[src/rtl/adrv9009_rx_dc_corr.sv]
// -----------------------------------------------------------------------------
// adrv9009_rx_dc_corr
//
// Rx DC-offset estimator and corrector. It sits between the RFIR output and the
// Rx framer. Valid samples are averaged over fixed blocks of 2^LOG2_BLK
// samples. The first ACQ_BLOCKS block means are loaded straight into the
// estimate (ACQUIRE). After that the estimate moves a fraction
// 2^-SHIFT_TRACK of the way toward each new block mean (TRACK). Every valid
// input produces one saturated output, out = in - dc_est, one clock later.
//
// Ports
//   clk        sample clock
//   reset      asynchronous, active-high
//   enable     1 = estimate and correct, 0 = bypass (IDLE, estimate cleared)
//   hold       1 = freeze estimate updates while tracking
//   in         signed sample from RFIR, qualified by in_valid
//   out        signed corrected sample, qualified by out_valid
//                (out holds its value while out_valid is 0)
//   dc_est     current signed DC estimate
//   locked     1 while tracking
//
// Build option
//   ADRV9009_DC_CORR_ROUND_EN : when defined, the block mean and the tracking
//   step round half up. When it is not defined, both are plain arithmetic
//   shifts, which truncate toward -inf.
// -----------------------------------------------------------------------------
module adrv9009_rx_dc_corr #(
  parameter int WIDTH       = 16,
  parameter int LOG2_BLK    = 10,
  parameter int ACQ_BLOCKS  = 4,
  parameter int SHIFT_TRACK = 4
) (
  input  logic                    clk,
  input  logic                    reset,
  input  logic                    enable,
  input  logic                    hold,
  input  logic signed [WIDTH-1:0] in,
  input  logic                    in_valid,
  output logic signed [WIDTH-1:0] out,
  output logic                    out_valid,
  output logic signed [WIDTH-1:0] dc_est,
  output logic                    locked
);

  localparam int ACC_W = WIDTH + LOG2_BLK;
  localparam int BLK_W = $clog2(ACQ_BLOCKS + 1);

  // Rounding offsets. Each is half of the divisor, and is zero when rounding
  // is disabled. Writing 2**n/2 also gives 0 when the shift is 0.
`ifdef ADRV9009_DC_CORR_ROUND_EN
  localparam logic signed [ACC_W:0]   MEAN_RND = (ACC_W+1)'(2 ** LOG2_BLK / 2);
  localparam logic signed [WIDTH+1:0] TRK_RND  = (WIDTH+2)'(2 ** SHIFT_TRACK / 2);
`else
  localparam logic signed [ACC_W:0]   MEAN_RND = '0;
  localparam logic signed [WIDTH+1:0] TRK_RND  = '0;
`endif

  typedef enum logic [1:0] {
    S_IDLE  = 2'd0,
    S_ACQ   = 2'd1,
    S_TRACK = 2'd2
  } state_t;

  state_t                  state_reg, state_next;
  logic [LOG2_BLK-1:0]     smp_cnt_reg;
  logic [BLK_W-1:0]        blk_cnt_reg;
  logic signed [ACC_W-1:0] acc_reg;
  logic signed [WIDTH-1:0] dc_est_reg, dc_est_next;
  logic signed [WIDTH-1:0] out_reg;
  logic                    out_valid_reg;

  logic                    blk_end;
  logic                    acq_done;
  logic signed [ACC_W-1:0] acc_sum;
  logic signed [ACC_W:0]   mean_sum;
  logic signed [ACC_W:0]   mean_shift;
  logic signed [WIDTH-1:0] mean;
  logic signed [WIDTH:0]   trk_diff;
  logic signed [WIDTH+1:0] trk_sum;
  logic signed [WIDTH+1:0] trk_step;
  logic signed [WIDTH+1:0] est_trk;
  logic signed [WIDTH:0]   sub_full;
  logic signed [WIDTH-1:0] sat_out;
  logic                    unused_bits;

  // --------------------------------------------------------------------------
  // Correction path: subtract with one guard bit, then clamp.
  // --------------------------------------------------------------------------
  assign sub_full = $signed({in[WIDTH-1], in}) - $signed({dc_est_reg[WIDTH-1], dc_est_reg});

  always_comb begin
    sat_out = sub_full[WIDTH-1:0];
    // The top two bits differ only when the result left the WIDTH-bit range.
    if (sub_full[WIDTH] != sub_full[WIDTH-1])
      sat_out = sub_full[WIDTH] ? {1'b1, {(WIDTH-1){1'b0}}} : {1'b0, {(WIDTH-1){1'b1}}};
  end

  // --------------------------------------------------------------------------
  // Block averaging. acc_sum already includes the current sample, so the
  // sample that closes the block is part of its own mean.
  // --------------------------------------------------------------------------
  assign acc_sum    = acc_reg + $signed({{LOG2_BLK{in[WIDTH-1]}}, in});
  assign mean_sum   = $signed({acc_sum[ACC_W-1], acc_sum}) + MEAN_RND;
  assign mean_shift = mean_sum >>> LOG2_BLK;
  assign mean       = mean_shift[WIDTH-1:0];

  assign blk_end  = in_valid && (state_reg != S_IDLE) && (smp_cnt_reg == '1);
  assign acq_done = blk_end && (state_reg == S_ACQ) &&
                    (blk_cnt_reg == BLK_W'(ACQ_BLOCKS - 1));

  // Tracking step. The new estimate always lies between the old estimate and
  // the mean, so truncating back to WIDTH bits cannot wrap.
  assign trk_diff = $signed({mean[WIDTH-1], mean}) - $signed({dc_est_reg[WIDTH-1], dc_est_reg});
  assign trk_sum  = $signed({trk_diff[WIDTH], trk_diff}) + TRK_RND;
  assign trk_step = trk_sum >>> SHIFT_TRACK;
  assign est_trk  = $signed({{2{dc_est_reg[WIDTH-1]}}, dc_est_reg}) + trk_step;

  assign unused_bits = ^{mean_shift[ACC_W:WIDTH], est_trk[WIDTH+1:WIDTH]};

  // Candidate estimate. It is only loaded at a block end.
  always_comb begin
    dc_est_next = dc_est_reg;
    if (state_reg == S_ACQ)
      dc_est_next = mean;
    else if ((state_reg == S_TRACK) && !hold)
      dc_est_next = est_trk[WIDTH-1:0];
  end

  // --------------------------------------------------------------------------
  // FSM: state register / next state / outputs
  // --------------------------------------------------------------------------
  always_ff @(posedge clk or posedge reset) begin
    if (reset)
      state_reg <= S_IDLE;
    else
      state_reg <= state_next;
  end

  always_comb begin
    state_next = state_reg;
    if (!enable) begin
      state_next = S_IDLE;
    end else begin
      case (state_reg)
        S_IDLE:  state_next = S_ACQ;
        S_ACQ:   if (acq_done) state_next = S_TRACK;
        S_TRACK: state_next = S_TRACK;
        default: state_next = S_IDLE;
      endcase
    end
  end

  always_comb begin
    locked = (state_reg == S_TRACK);
  end

  // --------------------------------------------------------------------------
  // Datapath registers
  // --------------------------------------------------------------------------
  always_ff @(posedge clk or posedge reset) begin
    if (reset) begin
      out_reg       <= '0;
      out_valid_reg <= 1'b0;
      acc_reg       <= '0;
      smp_cnt_reg   <= '0;
      blk_cnt_reg   <= '0;
      dc_est_reg    <= '0;
    end else begin
      out_valid_reg <= in_valid;
      if (in_valid)
        out_reg <= sat_out;

      // Dropping enable discards everything, including a partial block. The
      // sample on that edge has already been corrected with the old estimate.
      if (!enable || (state_reg == S_IDLE)) begin
        acc_reg     <= '0;
        smp_cnt_reg <= '0;
        blk_cnt_reg <= '0;
        dc_est_reg  <= '0;
      end else if (in_valid) begin
        if (blk_end) begin
          acc_reg     <= '0;
          smp_cnt_reg <= '0;
          dc_est_reg  <= dc_est_next;
          if (state_reg == S_ACQ)
            blk_cnt_reg <= blk_cnt_reg + BLK_W'(1);
        end else begin
          acc_reg     <= acc_sum;
          smp_cnt_reg <= smp_cnt_reg + LOG2_BLK'(1);
        end
      end
    end
  end

  assign out       = out_reg;
  assign out_valid = out_valid_reg;
  assign dc_est    = dc_est_reg;

endmodule

[config.mk]
export PLATFORM = sky130hd
export DESIGN_NAME = adrv9009_rx_dc_corr
export DESIGN_NICKNAME = d
export VERILOG_FILES = /design/src/rtl/adrv9009_rx_dc_corr.sv
export SDC_FILE = /design/constraint.sdc
export NUM_CORES = 1
export LEC_CHECK = 0
export CAP_MARGIN = 40
export CORE_ASPECT_RATIO = 0.6
export CORE_MARGIN = 2
export CORE_UTILIZATION = 42
export DETAILED_ROUTE_END_ITERATION = 10
export PLACE_DENSITY = 0.71
export SKIP_CTS_REPAIR_TIMING = 1
export SLEW_MARGIN = 10
export SYNTH_ARGS = -nofsm -noshare
export SYNTH_HDL_FRONTEND = slang
export SYNTH_SLANG_ARGS = --single-unit
[constraint.sdc]
create_clock -name clk -period 9.1 [get_ports clk]
set_input_delay 0.91 -clock clk [delete_from_list [all_inputs] [get_ports clk]]
set_output_delay 0.91 -clock clk [all_outputs]
set_load 0.05 [all_outputs]
==> results_dict.tcl, run 1 <==
set metrics [dict create \
    drive_above_1_share_pct 5.12 \
    mostFrequentLayoutCell "ha_1" \
    maxCapViolCount 0 \
    yosys_register_bits 74 \
    synth.area.top_cells "dfrtp_1 (30%), ha_1 (16%), xnor2_1 (5.5%)" \
    antenna_found_initial 0 \
    use_met1_pct 34.5 \
    core_mm2 0.0145 \
    synth_enable_flop_cells 0 \
    fin_crit_sh_pct 78.8 \
    status "complete, no violations" \
    drc 0 \
    rsz0062_at_grt "false" \
    setup.worst_path.end_class "register" \
    clock_sinks 74 \
    cpPeakStageDelay_ps 490 \
    max_freq_mhz 139 \
    tns_ps 0 \
    p_leak_nw 3.21 \
    largest_reg_flops 26 \
    power_density_mw_per_mm2 360 \
    instances_no_fill 980 \
    rows 34 \
    grt_pass1_wl_um 27700 \
    cts_tree "built" \
    setup_viol 0 \
    avgSynthCellArea_um2 8.67 \
    dr_total_vias 5593 \
    wl_per_cell_um 17.1 \
    async_flop_share_pct 100 \
    clockBufferDepth 2 \
    required_ps 9300 \
    final_util_pct 50.8 \
    dp_hpwl_um 13200 \
    antenna_left 0 \
    critPathBufInv 2 \
    grt_pass1_vias 5180 \
    post-route-min-period_ps 7180 \
    dieArea_mm2 0.0159 \
    worst_slew_pin_slew_ps 686 \
    clk_pin_slew_ps 60 \
    use_met2_pct 30.0 \
    io_buffers 54 \
    hold_path.class "reg2reg" \
    die_width_um 162 \
    crit_type "in2reg" \
    peakVddDrop_mv 0.211 \
    syn_nets 824 \
    final_cell_mix "ha_1 (79), dfrtp_1 (74), nor2_1 (69)" \
    holdPathStages 1 \
    diodes 0 \
    crit_top_cell "a21oi_1" \
    clock_latency_ps 340 \
    place_congestion 0.948 \
    regArea_mm2 0.00185 \
    ys_warn_count 0 \
    cts_buffers 9 \
    root_buffer "clkbuf_16" \
    hold_viol_final 0 \
    fin_nets 880 \
    reg2regPathDepth 31 \
    initial_core_util_pct 43.1 \
    cp_data_arrival_time_ps 7370 \
    syn_area_mm2 0.00625 \
    io_pins 55 \
    area_growth_pct 17.8 \
    ys_seq_area_share_pct 29.6 \
    first_pass_iters 5 \
    syn_inst 721 \
    maxSlewViolCount 0 \
    cp_num_cells 32 \
    synthFlopType "dfrtp_1" \
    overflow 0 \
    cp_max_fo 6 \
    multi_input_area_mm2 0.00420 \
    ctsHtreeMaxLevel 3 \
    wirelength_um 16700 \
    first_iter_violations 410 \
    synth_top_area_share_pct 29.6 \
    fill_cells 1347 \
    grt_max_degree 41 \
    die_y_um 98.5 \
    slowest_stage "clkdlybuf4s50_1" \
    grt_use_total_pct 21.9 \
    cp_top_family "compound AO/OA/AOI/OAI gates" \
    globalRouteMet3Util_pct 5.47 \
    viasPerCell 5.71 \
    synth_area_leader_cell "dfrtp_1" \
    busiest_layer "met1" \
    worstSetupStartpointType "primary input" \
    clock_skew_ps 8.89 \
    relSlewSlack_pct 54.3 \
    synth_cell_types 62 \
    dp.cells 964 \
]
[cell usage after synthesis (3+ instances only)]
| cell type | instances |
|---|---|
| nand2_1 | 48 |
| o22ai_1 | 7 |
| a21o_1 | 19 |
| o2bb2ai_1 | 14 |
| xnor2_1 | 39 |
| o21bai_1 | 8 |
| and2_1 | 5 |
| a31oi_1 | 4 |
| a21oi_1 | 62 |
| mux2i_1 | 4 |
| a2bb2oi_1 | 3 |
| nor3_1 | 10 |
| o21ai_1 | 16 |
| clkbuf_1 | 15 |
| ha_1 | 79 |
| nand2b_1 | 10 |
| nand4_1 | 8 |
| nor2_1 | 71 |
| a21oi_2 | 3 |
| a221o_1 | 3 |
| dfrtp_1 | 74 |
| inv_1 | 38 |
| o21a_1 | 10 |
| a211oi_1 | 6 |
| a22o_1 | 18 |
| and3_1 | 7 |
| nor2b_1 | 13 |
| xor2_1 | 23 |
| o21ai_0 | 44 |
| a21boi_1 | 3 |
| fa_1 | 3 |
| o31ai_1 | 3 |
| nand3_1 | 16 |
[report_power, final]
| part | internal, mW | leakage (nW) | total, mW | switching (mW) |
|---|---|---|---|---|
| Sequential | 0.411 | 0.983 | 0.482 | 0.0701 |
| Clock | 0.217 | 0.145 | 0.376 | 0.159 |
| Combinational | 0.703 | 2.08 | 1.79 | 1.09 |
[per-layer routing]
layer	vias to the layer above	part of all wire (%)
li1	2739	-
met3	16	9.2
met2	229	38
met4	0	0.89
met1	2609	52
met5	-	0
[through the flow]
step / cell area (um^2) / power, mW / setup slack, ps / hold slack, ps
after floorplan: 6250 / 1.82 / 3010 / 453
after global placement: 7020 / 2.24 / 1820 / 476
after detailed placement: 7060 / 2.25 / 1680 / 477
after CTS: 7370 / 2.64 / 1970 / 490
after global routing: 7370 / 2.88 / 1250 / 508
final: 7370 / 2.65 / 1920 / 483
[path summary, 6_finish.rpt]
kind,start,slack (ps),endpoint
worst max-delay path,in[0],1920,dc_est[15]
worst min-delay path,out[7],480,out[7]
worst max register to register,acc_reg[0],2640,dc_est[15]
worst min register to register,out[7],480,out[7]
max in group asynchronous,reset,7490,dc_est[6]
min in group asynchronous,reset,1000,out[2]
[cells by family (layout without fill, tap and decap cells)]
family,Yosys count,count (layout),synth area share [%]
buffers and inverters,55,116,3.32
AND/OR/NAND/NOR,199,199,14.9
flip-flops,74,74,29.6
multiplexers,5,5,0.820
XOR/XNOR,62,62,8.68
AO/OA/AOI/OAI,243,243,25.8
adder cells (fa/ha/maj),83,83,16.9
[cell type report]
class,instances,area share (%)
Clock inverter,7,1.12
Clock buffer,9,3.06
Timing Repair Buffer,61,8.32
Tap cell,198,3.36
Sequential cell,74,25.1
Multi-Input combinational cell,592,57.0
Inverter,39,2.00
Power figures use the tool's default switching activity.
==> run 2, diff against run 1 <==
Settings changed: PLACE_DENSITY 0.71 to 0.74.
Clock period 9.1 ns to 6.5 ns, I/O delays scaled along.
==> run 2 against run 1 <==
Combinational power grew 58%. Via count grew 4.1%. Worst setup slack lost 1600 ps. Critical path type unchanged. Final cell count grew 5.3%. First-iteration DRC count grew 29%. Sequential power grew 40%. Critical endpoint unchanged. Critical path depth is the same. Non-clock buffer count grew 52. Routed wire length grew 5.2%.
==> results_dict.tcl, run 2 (synthesis gave the netlist of run 1 again) <==
set metrics [dict create \
    status "complete, no violations" \
    placed_area_mm2 0.00744 \
    initial_core_util_pct 43.1 \
    largest_reg_flops 26 \
    grt_use_total_pct 22.8 \
    rows 34 \
    max_freq_mhz 162 \
    p_sw_share_pct 47.7 \
    first_pass_iters 4 \
    drive_above_1_share_pct 12.4 \
    worstSetupStartpointType "primary input" \
    cp_data_arrival_time_ps 6380 \
    maxCapViolCount 0 \
    overflow 0 \
    dp.cells 1014 \
    instances_no_fill 1032 \
    viasPerCell 5.64 \
    final_cell_mix "ha_1 (77), dfrtp_1 (74), nor2_1 (69)" \
    io_buffers 54 \
    diodes 0 \
    place_congestion 0.938 \
    slowest_stage "clkdlybuf4s50_1" \
    clk_pin_slew_ps 60 \
    cpPeakStageDelay_ps 500 \
    p_comb_share_pct 69.4 \
    wirelength_um 17600 \
    setup_viol 0 \
    cts_buffers 9 \
    seqPwrFrac_pct 16.6 \
    io_pins 55 \
    wl_per_cell_um 17.0 \
    power_mw 4.07 \
    cts_tree "built" \
    multi_input_area_mm2 0.00426 \
    core_mm2 0.0145 \
    root_buffer "clkbuf_16" \
    area_growth_pct 25.5 \
    final_util_pct 54.1 \
    cp_max_fo 5 \
    die_y_um 98.5 \
    fin_crit_sh_pct 95.2 \
    final_area_mm2 0.00785 \
    p_leak_nw 3.50 \
    maxSlewViolCount 0 \
    dr_total_vias 5820 \
    drc 0 \
    p_int_mw 2.13 \
    hold_viol_final 0 \
    dp_hpwl_um 13700 \
    crit_type "in2reg" \
    relSlewSlack_pct 58.6 \
    power_density_mw_per_mm2 518 \
    clockBufferDepth 2 \
    clock_sinks 74 \
    clock_latency_ps 340 \
    hold_path.class "reg2reg" \
    clock_skew_ps 9.42 \
    power_switching_mw 1.94 \
    grt_pass1_vias 5317 \
    antenna_found_initial 0 \
    grt_pass1_wl_um 28600 \
    worst_slew_pin_slew_ps 621 \
    fin_nets 932 \
    mostFrequentLayoutCell "ha_1" \
    post-route-min-period_ps 6190 \
    setup.worst_path.end_class "register" \
    fill_cells 1315 \
    first_iter_violations 530 \
    crit_top_cell "a21oi_2" \
    required_ps 6690 \
    ctsHtreeMaxLevel 3 \
    regArea_mm2 0.00185 \
    dieArea_mm2 0.0159 \
    grt_max_degree 45 \
    die_width_um 162 \
    antenna_left 0 \
    tns_ps 0 \
    peakVddDrop_mv 0.463 \
    pwr-share-clk_pct 14.1 \
]
## run 2: critical path, delay by kind of cell
kind / cells / cell delay (ps)
AOI/OAI and AO/OA: 18 / 2600
and+or+nand+nor: 4 / 610
buffers and inverters: 2 / 550
muxes: 1 / 190
adders and majority gates: 4 / 1160
xor gates and xnor gates: 3 / 610
## run 2: through the flow
| stage | setup WS [ps] | hold WS, ps |
|---|---|---|
| 2_1_floorplan | 672 | 453 |
| 3_3_place_gp | -16.6 | 474 |
| 3_5_place_dp | -220 | 481 |
| 4_1_cts | 79.6 | 497 |
| 5_1_grt | -77.7 | 504 |
| 6_report | 310 | 492 |
## run 2: layout make-up
| class | instances | area share (%) |
|---|---|---|
| Multi-Input combinational cell | 592 | 54.2 |
| Inverter | 39 | 1.87 |
| Sequential cell | 74 | 23.6 |
| Clock inverter | 6 | 1.21 |
| Tap cell | 198 | 3.16 |
| Timing Repair Buffer | 113 | 12.9 |
| Clock buffer | 10 | 3.05 |
## run 2: per-layer routing
metal	track usage (%)	wire length (um)
met5	0	0
met4	3.30	97
met3	5.35	1440
met2	30.9	6930
met1	36.7	9130
## run 2: worst paths after layout
| kind | startpoint | to | slack [ps] | cells after the start |
|---|---|---|---|---|
| max | in[0] | dc_est[15] | 310 | 32 |
| max in group asynchronous | reset | acc_reg[6] | 5200 | 4 |
| min in group asynchronous | reset | out_valid | 730 | 3 |
| min reg2reg | out[3] | out[3] | 490 | 1 |
| min | out[3] | out[3] | 490 | 1 |
| max reg2reg | acc_reg[0] | dc_est[15] | 770 | 31 |
## run 2: power groups by stage
stage / combinational, mW / clock (mW) / sequential, mW
after floorplan: 1.61 / 0 / 0.940
after global placement: 2.66 / 0 / 0.678
after detailed placement: 2.71 / 0 / 0.678
after CTS: 2.74 / 0.576 / 0.673
after global routing: 3.08 / 0.600 / 0.689
final: 2.82 / 0.572 / 0.674
==> run 3, diff against run 2 <==
Settings changed: CTS_CLUSTER_SIZE set to 16.
==> results of run 3 <==
The final DEF is identical to that of run 2; final timing and power are the same.
